`config.mk`:
```
export PLATFORM = sky130hd
export DESIGN_NAME = budget_watchdog
export DESIGN_NICKNAME = d
export VERILOG_FILES = /design/src/rtl/budget_pkg.sv /design/src/rtl/sat_counter.sv /design/src/rtl/budget_watchdog.sv
export SDC_FILE = /design/constraint.sdc
export NUM_CORES = 1
export LEC_CHECK = 0
export CAP_MARGIN = 5
export CORE_MARGIN = 10
export CORE_UTILIZATION = 55
export CTS_CLUSTER_DIAMETER = 80
export DETAILED_ROUTE_END_ITERATION = 8
export GPL_TIMING_DRIVEN = 0
export PLACE_DENSITY = 0.83
export SLEW_MARGIN = 5
export SYNTH_ARGS = -nofsm -noshare
export SYNTH_HDL_FRONTEND = slang
export SYNTH_SLANG_ARGS = --single-unit
```
`constraint.sdc`:
```
create_clock -name clk_i -period 7.92 [get_ports clk_i]
set_input_delay 2.376 -clock clk_i [delete_from_list [all_inputs] [get_ports clk_i]]
set_output_delay 2.376 -clock clk_i [all_outputs]
set_load 0.05 [all_outputs]
```
`src/rtl/budget_pkg.sv`:
```
// Shared types and constants for the latency-budget watchdog.
package budget_pkg;

  // Default widths matching the monitor's standard configuration.
  localparam int unsigned DefAccuWidth = 12;
  localparam int unsigned DefLenWidth  = 8;

  // Fixed per-transaction overhead added on top of the AXI len field.
  localparam int unsigned BudgetOverhead = 5;

  typedef logic [DefAccuWidth-1:0] accu_cnt_t;
  typedef logic [DefLenWidth-1:0]  len_t;

  typedef enum logic [1:0] {
    IDLE    = 2'd0,
    ACTIVE  = 2'd1,
    TIMEOUT = 2'd2
  } budget_state_e;

endpackage

```
`src/rtl/sat_counter.sv`:
```
// Saturating up-counter with synchronous clear and enable.
module sat_counter #(
  parameter int unsigned Width = 12
) (
  input  logic             clk_i,
  input  logic             rst_i,
  input  logic             clr_i,
  input  logic             en_i,
  output logic [Width-1:0] cnt_o
);

  logic [Width-1:0] cnt_q;
  logic [Width-1:0] cnt_d;

  // Clear wins over enable; count holds once it reaches all-ones.
  always_comb begin
    cnt_d = cnt_q;
    if (clr_i) begin
      cnt_d = '0;
    end else if (en_i && (cnt_q != '1)) begin
      cnt_d = cnt_q + Width'(1);
    end
  end

  // Counter register.
  always_ff @(posedge clk_i) begin
    if (rst_i) begin
      cnt_q <= '0;
    end else begin
      cnt_q <= cnt_d;
    end
  end

  assign cnt_o = cnt_q;

endmodule

```
`src/rtl/budget_watchdog.sv`:
```
// Latency-budget watchdog: accumulates per-transaction budget on issue,
// releases it on retire, and flags a sticky timeout when no retire lands
// within the accumulated budget.
module budget_watchdog
  import budget_pkg::*;
#(
  parameter int unsigned MaxTxns   = 8,
  parameter int unsigned LenWidth  = 8,
  parameter int unsigned AccuWidth = 12
) (
  input  logic                         clk_i,
  input  logic                         rst_i,
  input  logic                         issue_valid_i,
  output logic                         issue_ready_o,
  input  logic [LenWidth-1:0]          issue_len_i,
  input  logic                         retire_valid_i,
  input  logic [LenWidth-1:0]          retire_len_i,
  input  logic                         clear_i,
  output logic [AccuWidth-1:0]         budget_o,
  output logic [$clog2(MaxTxns+1)-1:0] outstanding_o,
  output logic [AccuWidth-1:0]         elapsed_o,
  output logic                         timeout_o,
  output logic                         err_o
);

  localparam int unsigned CntWidth = $clog2(MaxTxns + 1);

  budget_state_e        state_q, state_d;
  logic [AccuWidth-1:0] budget_q, budget_d;
  logic [CntWidth-1:0]  count_q, count_d;
  logic                 err_q, err_d;

  logic                 issue_hs;
  logic                 retire_ok;
  logic [AccuWidth-1:0] issue_cost;
  logic [AccuWidth-1:0] retire_cost;
  logic [AccuWidth-1:0] elapsed;
  logic                 elapsed_clr;
  logic                 elapsed_en;

  // Issue is accepted while there is room and no timeout is pending.
  always_comb begin
    issue_ready_o = (count_q < CntWidth'(MaxTxns)) && (state_q != TIMEOUT);
  end

  // Budget and outstanding-count bookkeeping; a retire with nothing
  // outstanding is dropped and reported.
  always_comb begin
    issue_hs    = issue_valid_i && issue_ready_o;
    retire_ok   = retire_valid_i && (count_q != '0);
    err_d       = retire_valid_i && (count_q == '0);
    issue_cost  = AccuWidth'(issue_len_i) + AccuWidth'(BudgetOverhead);
    retire_cost = AccuWidth'(retire_len_i) + AccuWidth'(BudgetOverhead);
    budget_d    = budget_q;
    count_d     = count_q;
    if (issue_hs) begin
      budget_d = budget_d + issue_cost;
    end
    if (retire_ok) begin
      budget_d = budget_d - retire_cost;
    end
    if (issue_hs && !retire_ok) begin
      count_d = count_q + CntWidth'(1);
    end else if (retire_ok && !issue_hs) begin
      count_d = count_q - CntWidth'(1);
    end
  end

  // Next-state and elapsed-counter control; a retire beats a timeout.
  always_comb begin
    state_d     = state_q;
    elapsed_clr = 1'b0;
    elapsed_en  = 1'b0;
    case (state_q)
      IDLE: begin
        elapsed_clr = 1'b1;
        if (issue_hs) begin
          state_d = ACTIVE;
        end
      end
      ACTIVE: begin
        if (retire_ok) begin
          elapsed_clr = 1'b1;
          if (count_d == '0) begin
            state_d = IDLE;
          end
        end else begin
          elapsed_en = 1'b1;
          if (elapsed >= budget_q) begin
            state_d = TIMEOUT;
          end
        end
      end
      TIMEOUT: begin
        if (clear_i) begin
          elapsed_clr = 1'b1;
          state_d     = (count_d == '0) ? IDLE : ACTIVE;
        end
      end
      default: begin
        elapsed_clr = 1'b1;
        state_d     = IDLE;
      end
    endcase
  end

  // State, budget, count and error-pulse registers.
  always_ff @(posedge clk_i) begin
    if (rst_i) begin
      state_q  <= IDLE;
      budget_q <= '0;
      count_q  <= '0;
      err_q    <= 1'b0;
    end else begin
      state_q  <= state_d;
      budget_q <= budget_d;
      count_q  <= count_d;
      err_q    <= err_d;
    end
  end

  sat_counter #(
    .Width (AccuWidth)
  ) u_elapsed (
    .clk_i (clk_i),
    .rst_i (rst_i),
    .clr_i (elapsed_clr),
    .en_i  (elapsed_en),
    .cnt_o (elapsed)
  );

  assign budget_o      = budget_q;
  assign outstanding_o = count_q;
  assign elapsed_o     = elapsed;
  assign timeout_o     = (state_q == TIMEOUT);
  assign err_o         = err_q;

endmodule

```
==> impl_metrics.json, run 1 <==
{
  "outcome": "finished, final reports clean",
  "whs_path_depth": 2,
  "die_area_sq_um": 8660,
  "vias": 2814,
  "gp_congestion": 0.846,
  "swShare": 0.493,
  "synth_seq_cells": 31,
  "power_frac_comb": 0.701,
  "dp_hpwl_um": 6070,
  "fin_util": 0.708,
  "fp.dieH_um": 93.0,
  "firstDrtPassIters": 4,
  "clk_pin_slew_ns": 0.07,
  "worstSkewPairLatency_ns": 0.29,
  "path_class": "in -> reg",
  "rsz0062_at_grt": "no",
  "tightest_slew_ns": 0.612,
  "antenna_found_initial": 0,
  "port-buffer-count": 50,
  "cts_setup_buffers": 0,
  "reg2reg_to": "budget_o[10]$_SDFF_PP0_",
  "numCtsBuffers": 5,
  "htreeDepth": 2,
  "grt_start_max_net_pins": 11,
  "finalSetupTns_ns": 0,
  "grt_first_pass_wirelength_um": 12500,
  "synth_top_flop_cell": "dfxtp_1",
  "cp_top_family": "compound AO/OA/AOI/OAI gates",
  "drc": 0,
  "holdWs_ns": 0.536,
  "dp.cells": 496,
  "drt_wl_total_um": 7360,
  "io_pins": 52,
  "core.rowCount": 26,
  "final-setup-viol-count": 0,
  "wl_per_cell_um": 14.6,
  "regToRegSetupSlack_ns": 3.86,
  "r2r_cells": 16,
  "antenna_cells": 0,
  "final_common_cell": "ha_1",
  "max-vdd-ir-drop_v": 0.000300,
  "postRouteAntennaNets": 0,
  "design_area_sq_um": 3640,
  "netlist_instances": 376,
  "final_cell_mix": "51 x ha_1, 50 x clkdlybuf4s50_1, 47 x nor2_1, 45 x inv_1",
  "clock_sinks": 31,
  "arrival_ns": 6.26,
  "drive_gt1_frac": 0.0369,
  "final_cells": 504,
  "initial_utilization": 0.571,
  "internal-power_uw": 674,
  "fin_crit_ns": 6.11,
  "synth_edf_count": 0,
  "ys_async_sr_fraction": 0,
  "cp-end-kind": "flop",
  "fin_total_pwr_mw": 1.33,
  "cp_slowest_stage_delay_ns": 0.46,
  "synth_warnings": 0,
  "fillers": 434,
  "core-area_sq_um": 5140,
  "fmax_mhz": 164,
  "crit_fanout": 4,
  "yosysSeqAreaShare": 0.212,
  "r2r-start": "state_q[0]$_SDFFE_PP0P_",
  "crit_chain": "clkdlybuf4s50_1 > inv_1 > ha_1 > inv_1 > ha_1 > inv_1 > fa_1 > nor2b_1 > o2111ai_1 > a21boi_0 > o31a_1 > ha_1 > inv_1 > ha_1 > or3_1 > nor3_1 > o211a_1 > o2111ai_1 > xnor2_1 > nor2_1",
  "syn_avg_cell_area_sq_um": 7.80,
  "die_w_um": 93.0,
  "min_path_type": "reg -> reg",
  "place_area_sq_um": 3520,
  "grt_pass1_vias": 2701,
  "pwr-share-seq": 0.175,
  "slowest_stage": "clkdlybuf4s50_1",
  "cp.depth": 20,
  "synthDistinctLibCells": 55,
  "powerDensity_nw_per_um2": 365,
  "clk_path_buf_depth": 2,
  "clkPwrFrac": 0.124,
  "cts_resized": 0,
  "overflow": 0,
  "slew_headroom": 0.592,
  "drt_first_iter_violations": 97,
  "area.growth.synth_to_final_pct": 24.1,
  "drv_cap": 0,
  "min_from": "u_elapsed.cnt_o[8]$_SDFFE_PP0P_",
  "place_ws_ns": 1.56,
  "clockRootBuffer": "clkbuf_8",
  "slew_viol_final": 0,
  "finalCritPeriodShare": 0.771,
  "critPathBufInv": 5,
  "min_to": "u_elapsed.cnt_o[8]$_SDFFE_PP0P_",
  "cts_tree": "done",
  "grt_usage": 0.173,
  "required_ns": 8.07,
  "nets": 507,
  "fin_worst_skew_ns": 0.00528,
  "p_switching_uw": 654,
  "viasPerCell": 5.58,
  "synthesis.area_sq_um": 2930,
  "hold_violations": 0,
  "setup_slack_ns": 1.81,
  "start_kind": "input pin",
  "hold_buffers": 0,
  "syn-num-nets": 450,
  "power_leakage_nw": 1.58
}
## power by group through the flow
stage | clock, mW | combinational [mW] | sequential, mW
after floorplan | 0 | 0.610 | 0.327
after global placement | 0 | 0.893 | 0.233
after detailed placement | 0 | 0.920 | 0.235
after CTS | 0.168 | 0.927 | 0.231
after global routing | 0.174 | 1.04 | 0.236
final | 0.165 | 0.931 | 0.232
## how the worst max path moves through the flow
stage / startpoint / end / slack (ns)
after global placement: issue_len_i[0] / budget_o[11]$_SDFF_PP0_ / 1.62
final: issue_len_i[0] / budget_o[11]$_SDFF_PP0_ / 1.81
after global routing: issue_len_i[0] / budget_o[10]$_SDFF_PP0_ / 1.55
after detailed placement: issue_len_i[0] / budget_o[10]$_SDFF_PP0_ / 1.56
after floorplan: issue_len_i[1] / budget_o[10]$_SDFF_PP0_ / 2.34
after CTS: issue_len_i[0] / budget_o[10]$_SDFF_PP0_ / 1.86
## final cells by class
class / count / area, sq um / area share
tap: 70 / 87.6 / 0.0241
clock buffer: 6 / 82.6 / 0.0227
timing repair buffer: 50 / 500 / 0.138
buffer: 8 / 38.8 / 0.0107
sequential: 31 / 621 / 0.171
inverter: 45 / 169 / 0.0464
clock inverter: 2 / 35.0 / 0.00963
multi-input combinational: 292 / 2110 / 0.579
## synth_stat cells, types with 4 or more instances
library cell	instances	share of area
xor2_1	10	0.030
nand4_1	6	0.013
nor2b_1	5	0.011
ha_1	51	0.22
nor4_1	5	0.011
nor3_1	9	0.015
nand2_1	24	0.031
inv_1	45	0.058
nor2_1	47	0.060
xnor2_1	14	0.042
o21ai_0	12	0.020
dfxtp_1	31	0.21
nor3b_1	4	0.010
a211oi_1	6	0.015
a21oi_1	31	0.053
a21o_1	7	0.018
clkbuf_1	5	0.0064
nand3_1	6	0.010
## logic make-up (layout without fill, tap and decap cells)
group	count (synthesis)	count (layout)	share of synthesized area
AND/OR/NAND/NOR	131	131	0.232
AO/OA/AOI/OAI	82	82	0.177
adder cells (fa/ha/maj)	53	53	0.231
buffers and inverters	53	111	0.0708
flip-flops	31	31	0.212
XOR/XNOR	24	24	0.0716
multiplexers	2	2	0.00682
## registers in the layout, summed over array words and instances (netlist names)
register,cells
err_o,1
outstanding_o,4
budget_o,12
state_q,2
u_elapsed.cnt_o,12
## routing by layer
layer,track usage,up-vias,part of all wire,routed length (um)
met4,0.0476,0,0.011,82
met2,0.294,68,0.49,3580
met5,0,-,0,0
met1,0.218,1303,0.46,3390
met3,0.0336,6,0.042,310
li1,-,1437,-,-
## worst register-to-register path, delay by kind of cell (launching register included)
family	cells	cell delay (ns)
buffers and inverters	3	0.38
AO/OA/AOI/OAI	5	1.11
adder cells (fa/ha/maj)	3	0.95
flip-flops	1	0.38
AND/OR/NAND/NOR	5	1.12
No activity file was read; power rests on OpenSTA's default activity.
==> inputs of run 2 (changes only) <==
--- a/config.mk
+++ b/config.mk
@@ -7,11 +7,11 @@
 export LEC_CHECK = 0
 export CAP_MARGIN = 5
 export CORE_MARGIN = 10
-export CORE_UTILIZATION = 55
+export CORE_UTILIZATION = 49
 export CTS_CLUSTER_DIAMETER = 80
 export DETAILED_ROUTE_END_ITERATION = 8
 export GPL_TIMING_DRIVEN = 0
-export PLACE_DENSITY = 0.83
+export PLACE_DENSITY = 0.78
 export SLEW_MARGIN = 5
 export SYNTH_ARGS = -nofsm -noshare
 export SYNTH_HDL_FRONTEND = slang
==> constraint.sdc (replaced) <==
create_clock -name clk_i -period 5.33 [get_ports clk_i]
set_input_delay 1.599 -clock clk_i [delete_from_list [all_inputs] [get_ports clk_i]]
set_output_delay 1.599 -clock clk_i [all_outputs]
set_load 0.05 [all_outputs]
==> run 2 against run 1 <==
Net effect: clock power grew 8%; die area grew 9.5%; register-to-register slack lost 2.4 ns; setup slack lost 1.6 ns; cell area grew 1.1%; total power grew 49%; core utilization shrank 7.9 points; highest routed layer unchanged.
==> impl_metrics.json, run 2 (same netlist as run 1, synthesis figures left out) <==
{
  "fin_total_pwr_mw": 1.97,
  "htreeDepth": 2,
  "cp-endpoint": "budget_o[10]$_SDFF_PP0_",
  "fmax_mhz": 195,
  "wl_per_cell_um": 14.5,
  "fillers": 494,
  "final_cell_mix": "50 x ha_1, 50 x clkdlybuf4s50_1, 47 x nor2_1, 45 x inv_1, 31 x dfxtp_1",
  "overflow": 0,
  "grt_usage": 0.153,
  "outcome": "finished, final reports clean",
  "cp_slowest_stage_delay_ns": 0.45,
  "area.growth.synth_to_final_pct": 25.4,
  "r2r_cells": 16,
  "drt_first_iter_violations": 188,
  "clockRootBuffer": "clkbuf_8",
  "core.rowCount": 28,
  "critPathBufInv": 5,
  "whs_path_depth": 2,
  "fin_worst_skew_ns": 0.0121,
  "gp_congestion": 0.848,
  "start_kind": "input pin",
  "viasPerCell": 5.45,
  "cts_tree": "done",
  "nets": 508,
  "r2r-start": "state_q[0]$_SDFFE_PP0P_",
  "finalCritPeriodShare": 0.961,
  "fp.dieH_um": 97.4,
  "clk_pin_slew_ns": 0.07,
  "drive_gt1_frac": 0.0598,
  "final-setup-viol-count": 0,
  "drv_cap": 0,
  "power_leakage_nw": 1.58,
  "cp-end-kind": "flop",
  "drc": 0,
  "postRouteAntennaNets": 0,
  "path_class": "in -> reg",
  "slowest_stage": "clkdlybuf4s50_1",
  "port-buffer-count": 50,
  "crit_fanout": 3,
  "grt_pass1_vias": 2704,
  "hold_violations": 0,
  "min_path_type": "reg -> reg",
  "drt_wl_total_um": 7400,
  "regToRegSetupSlack_ns": 1.44,
  "slew_headroom": 0.623,
  "finalSetupTns_ns": 0,
  "reg2reg_to": "budget_o[10]$_SDFF_PP0_",
  "powerDensity_nw_per_um2": 536,
  "fin_crit_ns": 5.12,
  "clk_path_buf_depth": 2,
  "grt_start_max_net_pins": 11,
  "crit_chain": "clkdlybuf4s50_1 > inv_1 > ha_1 > inv_1 > ha_2 > inv_1 > fa_2 > nor2b_4 > o2111ai_2 > nand2_1 > nor2_1 > o31a_1 > ha_1 > inv_1 > ha_1 > or2_2 > a21boi_1 > and2_4 > o311ai_1 > nor3b_2",
  "required_ns": 5.55,
  "cp_top_family": "adder cells",
  "dp_hpwl_um": 5990,
  "firstDrtPassIters": 4,
  "crit_start": "issue_len_i[0]",
  "io_pins": 52,
  "grt_first_pass_wirelength_um": 12600,
  "arrival_ns": 5.34,
  "cp_common_cell": "inv_1",
  "core-area_sq_um": 5850,
  "tightest_slew_ns": 0.565,
  "antenna_found_initial": 0,
  "antenna_cells": 0,
  "max-vdd-ir-drop_v": 0.000395,
  "die_w_um": 97.4,
  "cp.depth": 20,
  "initial_utilization": 0.501,
  "worstSkewPairLatency_ns": 0.29,
  "die_area_sq_um": 9480,
  "clock_sinks": 31,
  "slew_viol_final": 0,
  "numCtsBuffers": 5,
  "hold_buffers": 0,
  "vias": 2779
}
==> run 2: cell types whose count changed in the layout (fill, tap and decap cells not counted), moves of 2 or more <==
cell      before  now
clkbuf_1       5    7
a21oi_2        1    3
a21boi_0       2    0
a21oi_1       31   29
==> run 2: routing by layer <==
layer  wire length [um]  global-route usage
met4                 95              0.0425
met3                291              0.0327
met5                  0                   0
met2               3700               0.267
met1               3310               0.184
==> run 2: what timing repair did <==
action / 4_1_cts / 5_1_grt
hold endpoints to repair: 0 / 0
endpoints found under the setup margin: 0 / 4
resized for setup: 0 / 17
setup buffers: 0 / 1
==> run 2: area by class of cell <==
cell class | count | area [sq um] | area share
multi-input cells | 292 | 2170 | 0.589
flip-flops and latches | 31 | 621 | 0.169
repair buffers | 51 | 508 | 0.138
inverters | 45 | 169 | 0.0459
well taps | 75 | 93.8 | 0.0255
clock buffers | 7 | 76.3 | 0.0207
plain buffers | 8 | 38.8 | 0.0105
clock inverters | 1 | 5.00 | 0.00136
==> run 2: where the power goes <==
part,switching [mW],internal [mW],total (mW)
sequential,0.0615,0.284,0.346
clock,0.0876,0.0915,0.179
combinational,0.853,0.596,1.45
total,1.00,0.971,1.97
==> run 2: metrics by stage <==
stage | util | hold WS, ns | instances | instance area (sq um) | setup WS, ns
floorplan | - | 0.488 | 376 | 2930 | 0.527
global placement | 0.603 | 0.511 | 501 | 3530 | -0.214
detailed placement | 0.603 | 0.519 | 501 | 3530 | -0.293
CTS | 0.617 | 0.531 | 509 | 3610 | 0.0226
global route | 0.629 | 0.603 | 510 | 3680 | -0.0608
finish | 0.629 | 0.531 | 510 | 3680 | 0.209
==> run 2: worst min path at each step <==
| stage | endpoint | slack, ns | from |
|---|---|---|---|
| 2_1_floorplan | state_q[0]$_SDFFE_PP0P_ | 0.49 | state_q[0]$_SDFFE_PP0P_ |
| 3_3_place_gp | state_q[0]$_SDFFE_PP0P_ | 0.51 | state_q[0]$_SDFFE_PP0P_ |
| 3_5_place_dp | state_q[0]$_SDFFE_PP0P_ | 0.52 | state_q[0]$_SDFFE_PP0P_ |
| 4_1_cts | state_q[0]$_SDFFE_PP0P_ | 0.53 | state_q[0]$_SDFFE_PP0P_ |
| 5_1_grt | u_elapsed.cnt_o[1]$_SDFFE_PP0P_ | 0.60 | u_elapsed.cnt_o[1]$_SDFFE_PP0P_ |
| 6_report | state_q[0]$_SDFFE_PP0P_ | 0.53 | state_q[0]$_SDFFE_PP0P_ |
==> run 2: worst register-to-register path: cells and delay by family, from the launching register on <==
family | cells | cell delay (ns)
fa+ha+maj | 3 | 0.95
flops | 1 | 0.37
simple gates | 5 | 1.15
buf+inv | 3 | 0.39
compound gates | 5 | 0.97
